## config.mk

```make
export PLATFORM = sky130hd
export DESIGN_NAME = spi_mstr_gen
export DESIGN_NICKNAME = d
export VERILOG_FILES = /design/src/rtl/spi_mstr_gen_pkg.sv /design/src/rtl/spi_sclk_gen.sv /design/src/rtl/spi_mstr_gen.sv
export SDC_FILE = /design/constraint.sdc
export NUM_CORES = 1
export LEC_CHECK = 0
export ABC_CLOCK_PERIOD_IN_PS = 1800
export BUFFER_PORTS_ARGS = -buffer_cell sky130_fd_sc_hd__buf_2
export CORE_MARGIN = 2
export CORE_UTILIZATION = 49
export CTS_CLUSTER_SIZE = 24
export DETAILED_ROUTE_END_ITERATION = 8
export GPL_TIMING_DRIVEN = 0
export HOLD_SLACK_MARGIN = 0.15
export PLACE_DENSITY_LB_ADDON = 0.3
export REMOVE_ABC_BUFFERS = 1
export SLEW_MARGIN = 0
export SYNTH_ARGS = -nofsm -noshare
export SYNTH_HDL_FRONTEND = slang
export SYNTH_SLANG_ARGS = --single-unit
```

## constraint.sdc

```tcl
create_clock -name clk -period 1.8 [get_ports clk]
set_input_delay 0.54 -clock clk [delete_from_list [all_inputs] [get_ports clk]]
set_output_delay 0.54 -clock clk [all_outputs]
set_load 0.05 [all_outputs]
```

## src/rtl/spi_mstr_gen_pkg.sv

```systemverilog
`default_nettype none
// ============================================================================
// Module   : spi_pkg
// Purpose  : Shared types, constants and helpers for the spi_mstr_gen SPI
//            master (mode 3) and its SCLK generator.
// Revision : 1.0 - initial release
// ============================================================================
package spi_pkg;

  // Transaction sequencer states
  typedef enum logic [1:0] {
    IDLE  = 2'd0,
    BITS  = 2'd1,
    TRAIL = 2'd2
  } spi_state_t;

  // clk cycles after an SCLK rise at which MISO is sampled and the shift
  // register advances (lands inside the SCLK-high half)
  localparam int SAMPLE_DLY = 2;

  // Reverse the low w bits of v; result is right-aligned, upper bits zero.
  function automatic logic [31:0] bit_rev(input logic [31:0] v, input int unsigned w);
    logic [31:0] r;
    r = {<<{v}};
    return r >> (32 - w);
  endfunction

endpackage
`default_nettype wire

```

## src/rtl/spi_sclk_gen.sv

```systemverilog
`default_nettype none
// ============================================================================
// Module   : spi_sclk_gen
// Purpose  : Clock divider for the SPI master. Holds the free-running
//            divider, a registered glitch-free SCLK (idles high), the
//            "first rise seen" flag and the MISO sample strobe.
// Revision : 1.0 - initial release
// ============================================================================
module spi_sclk_gen
  import spi_pkg::*;
#(
  parameter int DIV_LOG2 = 5
) (
  input  logic                clk,
  input  logic                rst_n,
  input  logic                clr,      // hold divider and rise flag at zero
  input  logic                run,      // SCLK toggles only while high
  output logic [DIV_LOG2-1:0] div_cnt,
  output logic                sclk,
  output logic                sample
);

  logic [DIV_LOG2-1:0] div_nxt;
  logic                rise_seen;

  assign div_nxt = div_cnt + DIV_LOG2'(1);

  // Divider counter: cleared when idle or finishing, otherwise wraps naturally
  always_ff @(posedge clk or negedge rst_n) begin
    if (!rst_n)   div_cnt <= '0;
    else if (clr) div_cnt <= '0;
    else          div_cnt <= div_nxt;
  end

  // SCLK flop tracks ~div_cnt[MSB] one cycle ahead so the pin is a pure flop output
  always_ff @(posedge clk or negedge rst_n) begin
    if (!rst_n)   sclk <= 1'b1;
    else if (run) sclk <= ~div_nxt[DIV_LOG2-1];
    else          sclk <= 1'b1;
  end

  // Remember that at least one rising edge has been issued in this transaction
  always_ff @(posedge clk or negedge rst_n) begin
    if (!rst_n)                  rise_seen <= 1'b0;
    else if (clr)                rise_seen <= 1'b0;
    else if (run && (&div_cnt))  rise_seen <= 1'b1;
  end

  assign sample = run && rise_seen && (div_cnt == DIV_LOG2'(SAMPLE_DLY));

endmodule
`default_nettype wire

```

## src/rtl/spi_mstr_gen.sv

```systemverilog
`default_nettype none
// ============================================================================
// Module   : spi_mstr_gen
// Purpose  : Parametrised SPI master, mode 3 (CPOL=1, CPHA=1). Shifts a
//            DATA_W-bit command out on MOSI while capturing DATA_W bits
//            from MISO, with selectable slave, bit order, busy/done status
//            and a held read-data register.
// Revision : 1.0 - initial release
// ============================================================================
module spi_mstr_gen
  import spi_pkg::*;
#(
  parameter  int DATA_W    = 16,
  parameter  int DIV_LOG2  = 5,
  parameter  int NUM_SS    = 1,
  parameter  int MSB_FIRST = 1,
  localparam int SEL_W     = (NUM_SS > 1) ? $clog2(NUM_SS) : 1
) (
  input  logic              clk,
  input  logic              rst_n,
  input  logic              wrt,
  input  logic [DATA_W-1:0] cmd,
  input  logic [SEL_W-1:0]  ss_sel,
  input  logic              MISO,
  output logic              SCLK,
  output logic              MOSI,
  output logic [NUM_SS-1:0] SS_n,
  output logic              busy,
  output logic              done,
  output logic [DATA_W-1:0] rd_data
);

  localparam int CNT_W = $clog2(DATA_W + 1);
  localparam int H     = 1 << (DIV_LOG2 - 1);

  // Reject unsupported configurations at elaboration
  if (DATA_W < 2 || DATA_W > 32 || DIV_LOG2 < 3 || DIV_LOG2 > 8 ||
      NUM_SS < 1 || NUM_SS > 8 || (MSB_FIRST != 0 && MSB_FIRST != 1)) begin : g_param_chk
    $error("spi_mstr_gen: parameter out of supported range");
  end

  spi_state_t          state;
  spi_state_t          state_nxt;
  logic                accept;
  logic                xfer_end;
  logic                sel_ok;
  logic                sample;
  logic [DIV_LOG2-1:0] div_cnt;
  logic [DATA_W-1:0]   shift_q;
  logic [DATA_W-1:0]   cmd_rev;
  logic [DATA_W-1:0]   shift_rev;
  logic [CNT_W-1:0]    bit_cnt;

  assign sel_ok    = 32'(ss_sel) < 32'(NUM_SS);
  assign cmd_rev   = DATA_W'(bit_rev(32'(cmd), DATA_W));
  assign shift_rev = DATA_W'(bit_rev(32'(shift_q), DATA_W));
  assign MOSI      = shift_q[DATA_W-1];

  spi_sclk_gen #(
    .DIV_LOG2 (DIV_LOG2)
  ) u_sclk (
    .clk     (clk),
    .rst_n   (rst_n),
    .clr     ((state == IDLE) || xfer_end),
    .run     (state == BITS),
    .div_cnt (div_cnt),
    .sclk    (SCLK),
    .sample  (sample)
  );

  // Sequencer state register
  always_ff @(posedge clk or negedge rst_n) begin
    if (!rst_n) state <= IDLE;
    else        state <= state_nxt;
  end

  // Next-state decode plus accept / end-of-transfer strobes
  always_comb begin
    state_nxt = state;
    accept    = 1'b0;
    xfer_end  = 1'b0;
    case (state)
      IDLE: begin
        if (wrt && sel_ok) begin
          accept    = 1'b1;
          state_nxt = BITS;
        end
      end
      BITS: begin
        if (sample && (bit_cnt == CNT_W'(DATA_W - 1))) state_nxt = TRAIL;
      end
      TRAIL: begin
        if (div_cnt == DIV_LOG2'(H - 1)) begin
          xfer_end  = 1'b1;
          state_nxt = IDLE;
        end
      end
      default: state_nxt = IDLE;
    endcase
  end

  // Shift register and bit counter: load on accept, shift on each sample strobe
  always_ff @(posedge clk or negedge rst_n) begin
    if (!rst_n) begin
      shift_q <= '0;
      bit_cnt <= '0;
    end else if (accept) begin
      shift_q <= (MSB_FIRST != 0) ? cmd : cmd_rev;
      bit_cnt <= '0;
    end else if (sample) begin
      shift_q <= {shift_q[DATA_W-2:0], MISO};
      bit_cnt <= bit_cnt + CNT_W'(1);
    end
  end

  // Status flags and the held receive word
  always_ff @(posedge clk or negedge rst_n) begin
    if (!rst_n) begin
      busy    <= 1'b0;
      done    <= 1'b0;
      rd_data <= '0;
    end else if (accept) begin
      busy <= 1'b1;
      done <= 1'b0;
    end else if (xfer_end) begin
      busy    <= 1'b0;
      done    <= 1'b1;
      rd_data <= (MSB_FIRST != 0) ? shift_q : shift_rev;
    end
  end

  // One set/reset flop per slave select so each pin is glitch-free
  for (genvar i = 0; i < NUM_SS; i++) begin : g_ss
    logic ss_q;
    // Drop the selected line on accept, release all lines at the end
    always_ff @(posedge clk or negedge rst_n) begin
      if (!rst_n)                                      ss_q <= 1'b1;
      else if (accept && (ss_sel == SEL_W'(i)))        ss_q <= 1'b0;
      else if (xfer_end)                               ss_q <= 1'b1;
    end
    assign SS_n[i] = ss_q;
  end

endmodule
`default_nettype wire
```

# Word level (Yosys, flattened, before mapping)
# Cells that the tools add are included.
[totals]
wordCells = 60
ff_bits = 49
input_bits = 21
output_inout_bits = 21
[op_classes]
bitwise = 3
magnitude_cmp = 1
eq_ne = 8
mux = 21
add_sub_neg = 2
n_reduce_logical = 15
[ops]
columns = ["op", "count"]
rows = [
  ["$mux 16", 2],
  ["$mux 5", 3],
  ["$mux 1", 12],
  ["$add 5x1->5 const B", 2],
  ["$eq 5x4->1 const B", 2],
  ["$reduce_bool 2->1", 4],
  ["$logic_and 1x1->1", 6],
  ["$mux 2", 3],
  ["$pmux 2 s3", 1],
  ["$eq 5x2->1 const B", 1],
  ["$reduce_and 5->1", 1],
  ["$ne 2x2->1 const B", 2],
  ["$not 1->1", 3],
  ["$reduce_and 3->1", 1],
  ["$eq 2x1->1 const B", 1],
  ["$eq 2x2->1 const B", 1],
  ["$logic_not 2->1", 1],
  ["$ne 2x1->1 const B", 1],
  ["$reduce_and 2->1", 1],
  ["$logic_or 1x1->1", 1],
  ["$lt 1x1->1 const B", 1],
]

# Longest topological paths before layout
# Gate-level depths: netlist of run 1.
[depth]
word_depth = 6
mapped_depth = 8
mapped_depth_nobuf = 6

# Modules after synthesis
# From an unflattened synthesis of run 1, not the netlist that was laid out.
[unflattened]
cells_unflattened = 172
area_unflattened_um2 = 2135.8
[by_module_without_submodules]
columns = ["module", "n_inst", "seq_area_each_um2", "area_per_inst_um2", "cells_per_inst"]
rows = [
  ["spi_mstr_gen", 1, 1052.3, 1823.0, 146],
  ["spi_sclk_gen", 1, 176.4, 312.8, 26],
]

# Worst setup path after synthesis of run 1
# Ideal clock, no wire load.
[synth_path]
kind = "register to register"
start = "register u_sclk.div_cnt[0]"
end = "register rd_data[10]"
t_arrival_ns = 1.800
n_path_buf = 2
path_slack_ns = -0.127
synth_period_minus_slack_ns = 1.927
setup_time_ns = 0.128
path_stages_with_launch = 8
required_time_ns = 1.672
cell_sequence = "dfrtp_1 > ha_1 > and3_1 > ha_1 > nand3b_1 > buf_2 > buf_2 > mux2_1"
[synth_via]
elab_chain_len = 4
[synth_lines]
columns = ["item", "line", "text"]
rows = [
  ["start, declared", "spi_sclk_gen.sv:18", "output logic [DIV_LOG2-1:0] div_cnt,"],
  ["start signal, assigned", "spi_sclk_gen.sv:32", "else div_cnt <= div_nxt;"],
  ["$eq 5x4->1", "spi_mstr_gen.sv:93", "if (div_cnt == DIV_LOG2'(H - 1)) begin"],
  ["$mux 1", "spi_mstr_gen.sv:93", ""],
  ["$mux 1", "spi_mstr_gen.sv:82", "case (state)"],
  ["$reduce_and 2->1 (no source line)", "-", ""],
  ["end signal, assigned", "spi_mstr_gen.sv:128", "rd_data <= (MSB_FIRST != 0) ? shift_q : shift_rev;"],
  ["end, declared", "spi_mstr_gen.sv:30", "output logic [DATA_W-1:0] rd_data"],
]
# Every way passes these cells.
# A chain may end at the register's enable or synchronous reset.

# Worst setup path after layout of run 1
[layout_path]
start = "register u_sclk.div_cnt[1]"
end = "register busy"
[layout_via]
elab_chain_len = 4
[layout_lines]
columns = ["item", "line", "text"]
rows = [
  ["$eq 5x4->1", "spi_mstr_gen.sv:93", ""],
  ["$mux 1", "spi_mstr_gen.sv:93", ""],
  ["$mux 1", "spi_mstr_gen.sv:82", ""],
  ["$reduce_bool 2->1 (no source line)", "-", ""],
  ["end signal, assigned", "spi_mstr_gen.sv:119", "busy <= 1'b0;"],
  ["end signal, assigned", "spi_mstr_gen.sv:123", "busy <= 1'b1;"],
  ["end signal, assigned", "spi_mstr_gen.sv:126", "busy <= 1'b0;"],
  ["end, declared", "spi_mstr_gen.sv:28", "output logic busy,"],
]
# Every way passes these cells.

==> results.md, run 1 <==
| Item | This run | Unit |
|:---|:---|:---|
| IO Count | 42 | - |
| Uppermost layer routed | met4 | - |
| Post-placement worst setup slack | -0.595 | ns |
| P per Cell Area | 693 | mW/mm^2 |
| Clock root buffer | clkbuf_8 | - |
| Share of cells above drive strength 1 | 38.1 | % |
| Synthesized area per cell | 11.1 | um^2 |
| Core Footprint | 0.00438 | mm^2 |
| Number of inserted filler cells in the final layout | 379 | - |
| IR Drop Worst-Case VDD | 0.000350 | V |
| Clock network power share | 35.8 | % |
| Netlist area before placement | 0.00225 | mm^2 |
| Combinational Power Share | 4.3 | % |
| Routed Wire Length | 4840 | um |
| Net switching share of the total power | 22.9 | % |
| Run status | complete, no violations | - |
| Design Power | 1.90 | mW |
| Final-report hold violation count | 0 | - |
| Vias after detailed routing | 1,689 | - |
| Portion of the post-synthesis area used by sequential elements | 54.6 | % |
| Setup TNS Final | 0 | ns |
| Hpwl dp | 2820 | um |
| Dominant register cell in the synthesized netlist | dfrtp_1 | - |
| Internal Pwr Total | 1.47 | mW |
| Routed length on met3 | 243 | um |
| Cell family contributing the most delay on the critical path | buffers and inverters | - |
| Unrepaired setup endpoints after global routing | true | - |
| Cell at the slowest stage of the critical path | dfrtp_1 | - |
| Maximum clock insertion buffer count | 2 | - |
| Delay contributed by the slowest stage of the critical path | 0.38 | ns |
| Net load switching power | 0.437 | mW |
| Nature of the critical path endpoint | register | - |
| Buf+Inv Stages, Crit Path | 4 | - |
| Worst Slack Setup Final | 0.0505 | ns |
| Vertical die dimension | 71.8 | um |
| Signal arrival time at the worst endpoint | 1.94 | ns |
| Worst hold path type | in2async | - |
| Post-layout net count | 278 | - |
| Number of DRC markers in iteration 0 | 130 | - |
| Clock input transition at the sequential cells of the worst setup and hold paths | 0.09 | ns |
| Post-synthesis cell type count | 32 | - |
| Maximum achievable frequency | 0.572 | GHz |
| Cell count after synthesis | 203 | - |
| Slew HR | 27.8 | % |
| Final min period | 1.75 | ns |
| Floorplan row count | 24 | - |
| Critical path class | reg2reg | - |
| Final Slew Violations | 0 | - |
| Least-Margin Pin Slew | 1.08 | ns |
| Length of the first detailed-routing pass in iterations | 4 | - |
| Leakage Power | 1.32 | nW |
| Total congestion overflow | 0 | - |
| Yosys Warn Count | 0 | - |
| Routed len/inst | 15.9 | um |
| Total routing usage reported by global routing | 20.0 | % |
| N_diodes | 0 | - |
| Share of power burned in registers | 59.9 | % |
| Post-synthesis async set-or-reset flop share | 100 | % |
| Highest net fanout along the worst path | 5 | - |
| Worst Skew | 0.0103 | ns |
| Placed instance area | 0.00245 | mm^2 |
| Required time of the critical path | 1.99 | ns |
| Post-route cell area | 0.00275 | mm^2 |
| Area enclosed by the die boundary | 0.00515 | mm^2 |
| Sort of element at the start of the critical path | register | - |
| Length of routed wiring on met1 | 2200 | um |
| Starting density of the core | 51.3 | % |
| Period Utilization, post-route | 97.2 | % |
| Amount of wire on met2 after detailed routing | 2350 | um |
| Maximum capacitance violations | 0 | - |
| Number of design rule violations left after detail routing | 0 | - |
| CTS tree | built | - |
| Post-synth top area share | 52.3 | % |
| Number of global-route vias before repair | 1,685 | - |
| Flops & latches, synth | 49 | - |
| Clock buffers created by TritonCTS | 5 | - |
| Global-route wire length before repair | 8070 | um |
| Crit path cell chain | ha_2 > and3_4 > ha_4 > nand3b_1 > buf_6 > buf_6 > buf_4 > buf_4 > nand2_2 > nand2_1 | - |
| Initial antenna violation count | 0 | - |
| Number of buffers inserted by port buffering | 41 | - |
| Post-DRT Antenna Nets | 0 | - |
| Largest net degree at the start of global routing | 50 | - |
| Die Span X | 71.8 | um |
| Number of enable flip-flop cells after synthesis | 0 | - |
| Insertion delay of the later-clocked pin in the worst-skew pair | 0.31 | ns |
| Final setup violation count | 0 | - |
| Area leader, netlist | dfrtp_1 | - |
| Hold slack | 0.427 | ns |
| Avg Vias per Cell | 5.56 | - |
| Sink count of the clock tree | 49 | - |
| # H-tree levels | 2 | - |
| Cells taking the most area after synthesis | dfrtp_1, mux2_1, o21ai_0 | - |
| Final estimated routing congestion in global placement | 0.759 | - |
| Synthesis-to-finish area growth | 22.1 | % |
placed cells by master (no fill, tap or decap), drive strengths merged, types with 3 or more instances in the layout:
cell	n
and3	3
a21oi	18
inv	5
a31oi	16
nor2	22
mux2	16
ha	6
o21ai	19
buf	55
or3	3
dfrtp	47
nand2	9
nand3	6
clkbuf	6
through the flow:
step                      utilization [%]  cells
final                                62.7    304
after global routing                 62.7    304
after CTS                            59.3    296
after detailed placement             55.9    282
after global placement               55.5    281
after floorplan                         -    188
repair_timing:
item                       in CTS  in global routing
cloned                          1                  0
pin swaps                       0                  2
gates resized for setup         4                 19
buffers inserted                5                  8
setup endpoints to repair      42                 31
hold buffers                    0                  0
state kept, by name, indices dropped and copies added (netlist names):
signal,count
u_sclk.sclk,1
SS_n,1
u_sclk.rise_seen,1
state,2
shift_q,16
u_sclk.div_cnt,5
done,1
rd_data,16
busy,1
bit_cnt,5
layout make-up:
cell class / instances / area, um^2 / area share (%)
sequential: 49 / 1230 / 44.7
inverter: 5 / 18.8 / 0.683
tap: 52 / 65.1 / 2.37
clock buffer: 6 / 82.6 / 3.00
clock inverter: 2 / 13.8 / 0.501
timing repair buffer: 55 / 354 / 12.9
multi-input combinational: 135 / 986 / 35.9
final timing paths:
check                                       start  depth (start not counted)  slack, ns                end
min in group clk                             SS_n                          2       0.46               SS_n
max in group asynchronous                   rst_n                          1       0.70  u_sclk.div_cnt[2]
worst min register to register               SS_n                          2       0.46               SS_n
worst max register to register  u_sclk.div_cnt[1]                         10       0.05               busy
worst max-delay path            u_sclk.div_cnt[1]                         10       0.05               busy
worst min-delay path                        rst_n                          1       0.43        shift_q[15]
cell families (layout without fill, tap and decap cells):
| logic type | count (synthesis) | count (layout) | share of synthesized area [%] |
|---|---|---|---|
| AOI/OAI and AO/OA | 56 | 56 | 14.3 |
| xor gates and xnor gates | 2 | 2 | 0.778 |
| adders and majority gates | 6 | 6 | 3.34 |
| buffers and inverters | 20 | 68 | 4.72 |
| DFF | 49 | 49 | 54.6 |
| muxes | 18 | 18 | 8.89 |
| and+or+nand+nor | 52 | 53 | 13.4 |
synthesized netlist by cell type (5+ instances only):
| cell | number |
|---|---|
| nand3_1 | 6 |
| ha_1 | 6 |
| buf_2 | 7 |
| mux2_1 | 16 |
| clkbuf_1 | 5 |
| o21ai_0 | 19 |
| a21oi_1 | 18 |
| dfrtp_1 | 47 |
| a31oi_1 | 14 |
| nor2_2 | 14 |
| nor2_1 | 8 |
| inv_1 | 5 |
| nand2_1 | 9 |
metal layers:
| metal | vias to the layer above | GRT usage (%) |
|---|---|---|
| met2 | 51 | 32.3 |
| met5 | - | 0 |
| li1 | 818 | - |
| met1 | 814 | 27.9 |
| met3 | 6 | 4.78 |
| met4 | 0 | 4.19 |
power groups by stage:
stage                     combinational (mW)  clock (mW)  sequential (mW)
final                                 0.0818       0.683             1.14
after global routing                  0.0945       0.751             1.14
after CTS                             0.0833       0.702             1.14
after detailed placement              0.0830           0             1.16
after global placement                0.0807           0             1.16
after floorplan                       0.0275           0             1.16
Note: power is estimated with default switching activity, not from simulation.
==> run 2, diff against run 1 <==
--- a/config.mk
+++ b/config.mk
@@ -5,10 +5,11 @@
 export SDC_FILE = /design/constraint.sdc
 export NUM_CORES = 1
 export LEC_CHECK = 0
+export ABC_AREA = 1
 export ABC_CLOCK_PERIOD_IN_PS = 1800
 export BUFFER_PORTS_ARGS = -buffer_cell sky130_fd_sc_hd__buf_2
 export CORE_MARGIN = 2
-export CORE_UTILIZATION = 49
+export CORE_UTILIZATION = 50
 export CTS_CLUSTER_SIZE = 24
 export DETAILED_ROUTE_END_ITERATION = 8
 export GPL_TIMING_DRIVEN = 0
==> run 2 against run 1 <==
Final area is 1.9% lower; sequential power hardly changed; count of clock-buffer cells in the layout shrank 1; register-to-register slack improved by 0.097 ns; die area rose by 3.7%; global-route usage is 2.4 points lower; combinational power up 16%; clock skew fell by 0.00091 ns; via count up 11%; worst hold slack got worse by 0.0024 ns; first-iteration DRC count down 21%; flip-flop and latch count unchanged.
==> results.md, run 2 <==
| Item | This run | Unit | vs previous |
|:---|:---|:---|:---|
| Portion of the post-synthesis area used by sequential elements | 51.5 | % | -3.1 points |
| N_diodes | 0 | - | unchanged |
| Post-Route Utilization | 57.9 | % | -4.8 points |
| Required time of the critical path | 2.00 | ns | about the same |
| Sort of element at the start of the critical path | register | - |  |
| Period Utilization, post-route | 91.8 | % | -5.4 points |
| Sink count of the clock tree | 49 | - | unchanged |
| Maximum achievable frequency | 0.605 | GHz | +5.9% |
| Worst hold path type | in2async | - |  |
| Final setup violation count | 0 | - | unchanged |
| Hpwl dp | 2780 | um | -1.3% |
| Clock input transition at the sequential cells of the worst setup and hold paths | 0.09 | ns | about the same |
| Unrepaired setup endpoints after global routing | true | - |  |
| Run status | complete, no violations | - |  |
| Floorplan row count | 25 | - | +4.2% |
| # H-tree levels | 2 | - | unchanged |
| Final estimated routing congestion in global placement | 0.760 | - | about the same |
| P per Cell Area | 694 | mW/mm^2 | about the same |
| Share of cells above drive strength 1 | 23.6 | % | -14 points |
| Initial antenna violation count | 0 | - | unchanged |
| Length of the first detailed-routing pass in iterations | 4 | - | unchanged |
| Cells taking the most area after synthesis | dfrtp_1, nand2_1, nand3_1 | - |  |
| Largest regs | rd_data x16, shift_q x16 | - |  |
| Flops & latches, synth | 49 | - | unchanged |
| Post-synth top area share | 49.3 | % | -3.0 points |
| Netlist area before placement | 0.00239 | mm^2 | +6.1% |
| Slew HR | 28.7 | % | +0.89 points |
| Routed len/inst | 12.6 | um | -21% |
| Die Span X | 73.1 | um | +1.8% |
| Area leader, netlist | dfrtp_1 | - |  |
| Post-placement worst setup slack | -0.404 | ns | +0.192 ns |
| Leakage Power | 1.48 | nW | +12% |
| Worst Slack Setup Final | 0.148 | ns | +0.0971 ns |
| Avg Vias per Cell | 4.95 | - | -11% |
| Number of DRC markers in iteration 0 | 103 | - | -21% |
| Final min period | 1.65 | ns | -0.0971 ns |
| Number of design rule violations left after detail routing | 0 | - | unchanged |
| CTS tree | built | - |  |
| IR Drop Worst-Case VDD | 0.000300 | V | -14% |
| Design Power | 1.87 | mW | -1.8% |
| Most frequent cell after synthesis | nand2_1 | - |  |
| Maximum capacitance violations | 0 | - | unchanged |
| Reg area | 0.00123 | mm^2 | unchanged |
| Final Slew Violations | 0 | - | unchanged |
| Nature of the critical path endpoint | register | - |  |
| Number of inserted filler cells in the final layout | 449 | - | +18% |
| Largest net degree at the start of global routing | 50 | - | unchanged |
| Critical path class | reg2reg | - |  |
| Post-layout net count | 352 | - | +27% |
| IO Count | 42 | - | unchanged |
| Signal arrival time at the worst endpoint | 1.85 | ns | -0.09 ns |
| Total routing usage reported by global routing | 17.6 | % | -2.4 points |
| Hold slack | 0.425 | ns | -0.00243 ns |
| Final-report hold violation count | 0 | - | unchanged |
| Yosys Warn Count | 0 | - | unchanged |
| Dominant register cell in the synthesized netlist | dfrtp_1 | - |  |
| Synthesis-to-finish area growth | 13.0 | % |  |
| Clock root buffer | clkbuf_8 | - |  |
| Area taken by multi-input logic gates | 0.00102 | mm^2 | +3.0% |
| Area enclosed by the die boundary | 0.00534 | mm^2 | +3.7% |
| Insertion delay of the later-clocked pin in the worst-skew pair | 0.31 | ns | about the same |
| Setup TNS Final | 0 | ns | unchanged |
| Vertical die dimension | 73.1 | um | +1.8% |
| Highest net fanout along the worst path | 21 | - | +16 |
| Number of global-route vias before repair | 1,613 | - | -4.3% |
| Post-DRT Antenna Nets | 0 | - | unchanged |
| Total congestion overflow | 0 | - | unchanged |
| Cell types with the highest counts after synthesis | nand2_1, dfrtp_1, nand3_1, inv_1, o21ai_0 | - |  |
| Post-synthesis cell type count | 25 | - | -22% |
| Clock buffers created by TritonCTS | 5 | - | unchanged |
| Maximum clock insertion buffer count | 2 | - | unchanged |
| Worst Skew | 0.00935 | ns | -0.000915 ns |
| Top library cells by usage in the layout, fill and taps aside | nand2_1, dfrtp_1, buf_2 | - |  |
| Number of buffers inserted by port buffering | 41 | - | unchanged |
| Vias after detailed routing | 1,880 | - | +11% |
| Global-route wire length before repair | 7270 | um | -9.8% |
| Cell count after synthesis | 286 | - | +41% |
| Least-Margin Pin Slew | 1.07 | ns | -0.0134 ns |
| Leading cell type in the layout, fill and taps excluded | nand2_1 | - |  |
| Core Footprint | 0.00466 | mm^2 | +6.3% |
| Synthesized area per cell | 8.35 | um^2 | -25% |
| Routed Wire Length | 4770 | um | -1.5% |
| Starting density of the core | 51.2 | % | -0.12 points |
| Number of enable flip-flop cells after synthesis | 0 | - | unchanged |
| Post-synthesis async set-or-reset flop share | 100 | % | unchanged |
## run 2: cell count changes in the layout (fill, tap and decap cells not counted), sizes merged, moves of 2 or more
cell    delta
a21oi     -18
or3        -3
mux2i      -2
nor3       -2
nand2    +119
nand3     +22
inv       +20
buf       -14
mux2      -16
nand4b     -2
nor2       -5
a31oi     -16
and3       -3
## run 2: power breakdown
part           switching, mW  internal (mW)
combinational         0.0576         0.0371
clock                  0.371          0.269
sequential            0.0173           1.12
## run 2: worst paths after layout
kind	cells after the start	from	slack (ns)	to
hold reg to reg	2	SS_n	0.47	SS_n
min in group clk	2	SS_n	0.47	SS_n
hold / removal	1	rst_n	0.42	shift_q[2]
setup reg to reg	4	state[1]	0.15	shift_q[1]
setup / recovery	4	state[1]	0.15	shift_q[1]
max in group asynchronous	1	rst_n	0.72	rd_data[9]
## run 2: worst max-delay path: stages (launching register included)
cell and delay, ns:
dfrtp_1 0.51, nor2_2 0.27, nand3_2 0.45, nand3_1 0.24, nand2_1 0.07
## run 2: layout make-up
cell class / instances / area share [%]
sequential: 49 / 45.5
multi-input combinational: 203 / 37.7
timing repair buffer: 41 / 7.61
inverter: 25 / 3.48
clock buffer: 5 / 2.55
tap: 54 / 2.50
clock inverter: 3 / 0.649
## run 2: per-stage QoR
| step | instances | cell area (um^2) |
|---|---|---|
| final | 380 | 2700 |
| after global routing | 380 | 2700 |
| after CTS | 379 | 2670 |
| after detailed placement | 370 | 2570 |
| after global placement | 370 | 2570 |
| after floorplan | 275 | 2290 |
## run 2: repair_timing
| item | in CTS | in global routing |
|---|---|---|
| hold buffers | 0 | 0 |
| buffers inserted | 0 | 0 |
| setup endpoints to repair | 25 | 29 |
| pin swaps | 1 | 1 |
| gates cloned | 1 | 1 |
| gates resized for setup | 2 | 3 |
## run 2: logic make-up after synthesis
group           count (synthesis)  synth area share, %
compound gates                 19                 3.98
xor+xnor                        2                0.734
fa+ha+maj                       6                 3.14
buf+inv                        36                 7.86
flops                          49                 51.5
simple gates                  174                 32.8
## run 2: routing by layer
metal / up-vias / track usage (%) / wire (um)
li1: 968 / - / -
met1: 865 / 23.2 / 2190
met2: 41 / 29.0 / 2320
met3: 6 / 2.90 / 193
met4: 0 / 6.79 / 62
met5: - / 0 / 0
==> run 3, diff against run 2 <==
--- a/config.mk
+++ b/config.mk
@@ -14,8 +14,7 @@
 export DETAILED_ROUTE_END_ITERATION = 8
 export GPL_TIMING_DRIVEN = 0
 export HOLD_SLACK_MARGIN = 0.15
-export PLACE_DENSITY_LB_ADDON = 0.3
-export REMOVE_ABC_BUFFERS = 1
+export PLACE_DENSITY = 0.75
 export SLEW_MARGIN = 0
 export SYNTH_ARGS = -nofsm -noshare
 export SYNTH_HDL_FRONTEND = slang
==> run 3 against run 2 <==
Clock power is 5.3% higher; fmax is 1.3% lower; critical path depth is 4 higher; routed wire length is 2.7% higher; flip-flop and latch count stayed put; critical path type unchanged.
==> results.md, run 3 (synthesis results as in run 2) <==
| Item | This run | Unit | vs previous |
|:---|:---|:---|:---|
| Least-Margin Pin Slew | 1.09 | ns | +0.0224 ns |
| Leakage Power | 1.54 | nW | +3.7% |
| Post-layout net count | 361 | - | +2.6% |
| Final-report hold violation count | 0 | - | unchanged |
| Starting density of the core | 51.2 | % | unchanged |
| Design Power | 1.91 | mW | +1.9% |
| Maximum clock insertion buffer count | 2 | - | unchanged |
| Worst hold path type | in2async | - |  |
| P per Cell Area | 689 | mW/mm^2 | -0.60% |
| Dpl cells | 381 | - | +3.0% |
| Period Utilization, post-route | 93.0 | % | +1.3 points |
| IO Count | 42 | - | unchanged |
| IR Drop Worst-Case VDD | 0.000519 | V | +73% |
| N_diodes | 0 | - | unchanged |
| Post-layout instance count excluding filler cells | 389 | - | +2.4% |
| CTS tree | built | - |  |
| Number of global-route vias before repair | 1,803 | - | +12% |
| Number of setup buffers added after CTS | 0 | - | unchanged |
| Run status | complete, no violations | - |  |
| Final min period | 1.67 | ns | +0.0225 ns |
| Synthesis-to-finish area growth | 15.8 | % |  |
| Highest net fanout along the worst path | 10 | - | -52% |
| Clock buffers created by TritonCTS | 5 | - | unchanged |
| Slew HR | 27.2 | % | -1.5 points |
| Maximum capacitance violations | 0 | - | unchanged |
| Core Footprint | 0.00466 | mm^2 | unchanged |
| Delay contributed by the slowest stage of the critical path | 0.40 | ns | -0.11 ns |
| Insertion delay of the later-clocked pin in the worst-skew pair | 0.30 | ns | about the same |
| Nature of the critical path endpoint | register | - |  |
| Largest regs | rd_data x16, shift_q x16 | - |  |
| Hold slack | 0.418 | ns | -0.00683 ns |
| # H-tree levels | 2 | - | unchanged |
| Top library cells by usage in the layout, fill and taps aside | nand2_1, dfrtp_1, buf_2 | - |  |
| Hold-fix buffers at CTS | 0 | - | unchanged |
| Crit path cell chain | ha_1 > nand2_1 > nor2_1 > ha_1 > nand3_4 > buf_4 > nand2_1 > o21ai_0 | - |  |
| Leading cell type in the layout, fill and taps excluded | nand2_1 | - |  |
| Post-placement worst setup slack | 0.0410 | ns | +0.445 ns |
| Clock root buffer | clkbuf_8 | - |  |
| Launch instance of the worst register-to-register path | u_sclk.div_cnt[0] | - |  |
| Clock input transition at the sequential cells of the worst setup and hold paths | 0.09 | ns | about the same |
| Vias after detailed routing | 1,920 | - | +2.1% |
| Floorplan row count | 25 | - | unchanged |
| Global-route wire length before repair | 8300 | um | +14% |
| Setup TNS Final | 0 | ns | unchanged |
| Sort of element at the start of the critical path | register | - |  |
| Total routing usage reported by global routing | 20.4 | % | +2.8 points |
| Worst Slack Setup Final | 0.125 | ns | -0.0225 ns |
| Maximum achievable frequency | 0.597 | GHz | -1.3% |
| Worst reg2reg endpoint | rd_data[13] | - |  |
| Syn Nets | 313 | - |  |
| Final Slew Violations | 0 | - | unchanged |
| Share of cells above drive strength 1 | 24.5 | % | +0.86 points |
| Required time of the critical path | 1.99 | ns | about the same |
| Routed len/inst | 12.6 | um | +0.35% |
| Critical path class | reg2reg | - |  |
| Vertical die dimension | 73.1 | um | unchanged |
| Final setup violation count | 0 | - | unchanged |
| Routed Wire Length | 4900 | um | +2.7% |
| Total congestion overflow | 0 | - | unchanged |
| Largest net degree at the start of global routing | 50 | - | unchanged |
| Number of buffers inserted by port buffering | 41 | - | unchanged |
| Cell at the slowest stage of the critical path | dfrtp_1 | - |  |
| R2r worst-path depth | 8 | - | +4 |
| Hpwl dp | 3360 | um | +21% |
| Worst Skew | 0.00535 | ns | -0.00400 ns |
| Sink count of the clock tree | 49 | - | unchanged |
| Post-DRT Antenna Nets | 0 | - | unchanged |
| Number of resized instances in the post-cts repair step | 0 | - | -2 |
| Unrepaired setup endpoints after global routing | false | - |  |
| Signal arrival time at the worst endpoint | 1.86 | ns | about the same |
| Final estimated routing congestion in global placement | 0.793 | - | +4.4% |
| Length of the first detailed-routing pass in iterations | 4 | - | unchanged |
| Number of design rule violations left after detail routing | 0 | - | unchanged |
| Worst reg-to-reg setup slack | 0.13 | ns | -0.02 ns |
| Area enclosed by the die boundary | 0.00534 | mm^2 | unchanged |
| Avg Vias per Cell | 4.94 | - | -0.24% |
| Initial antenna violation count | 0 | - | unchanged |
| Number of DRC markers in iteration 0 | 79 | - | -23% |
| Die Span X | 73.1 | um | unchanged |
run 3: how the worst max path moves through the flow:
stage                       from     endpoint  slack [ns]  cells past startpoint
5_1_grt        u_sclk.div_cnt[0]  rd_data[15]       0.008                      7
3_3_place_gp   u_sclk.div_cnt[0]   rd_data[8]        0.09                      7
2_1_floorplan  u_sclk.div_cnt[0]  rd_data[10]        0.33                      8
6_report       u_sclk.div_cnt[0]  rd_data[13]        0.13                      8
4_1_cts        u_sclk.div_cnt[0]  rd_data[15]        0.02                      8
3_5_place_dp   u_sclk.div_cnt[0]  rd_data[15]        0.04                      8
run 3: power breakdown:
| group | switching, mW | internal (mW) | total, mW | leakage (nW) |
|---|---|---|---|---|
| Sequential | 0.0176 | 1.12 | 1.14 | 0.620 |
| Clock | 0.360 | 0.314 | 0.674 | 0.0455 |
| Combinational | 0.0579 | 0.0373 | 0.0953 | 0.872 |
| Total | 0.436 | 1.47 | 1.91 | 1.54 |
run 3: final cells by class:
class / count / area [um^2]
Buffer: 11 / 101
Tap cell: 54 / 67.6
Timing Repair Buffer: 41 / 205
Multi-Input combinational cell: 201 / 978
Fill cell: 441 / 1900
Inverter: 25 / 93.8
Sequential cell: 49 / 1230
Clock buffer: 8 / 90.1
run 3: per-layer routing:
metal	GRT usage, %	vias to the layer above	share of wire (%)
li1	-	977	-
met1	27.4	894	47
met2	32.7	43	48
met3	4.14	6	3.8
met4	7.61	0	1.6
met5	0	-	0
run 3: critical path: cells and delay by family (launching register included):
kind,cells,cell delay (ns)
and+or+nand+nor,4,0.43
buffers and inverters,1,0.21
DFF,1,0.40
AOI/OAI and AO/OA,1,0.08
adders and majority gates,2,0.43
run 3: stage by stage:
step | util [%] | instance area (um^2)
6_report | 59.3 | 2770
2_1_floorplan | - | 2390
3_5_place_dp | 57.1 | 2660
3_3_place_gp | 57.1 | 2660
4_1_cts | 59.0 | 2750
5_1_grt | 59.3 | 2770
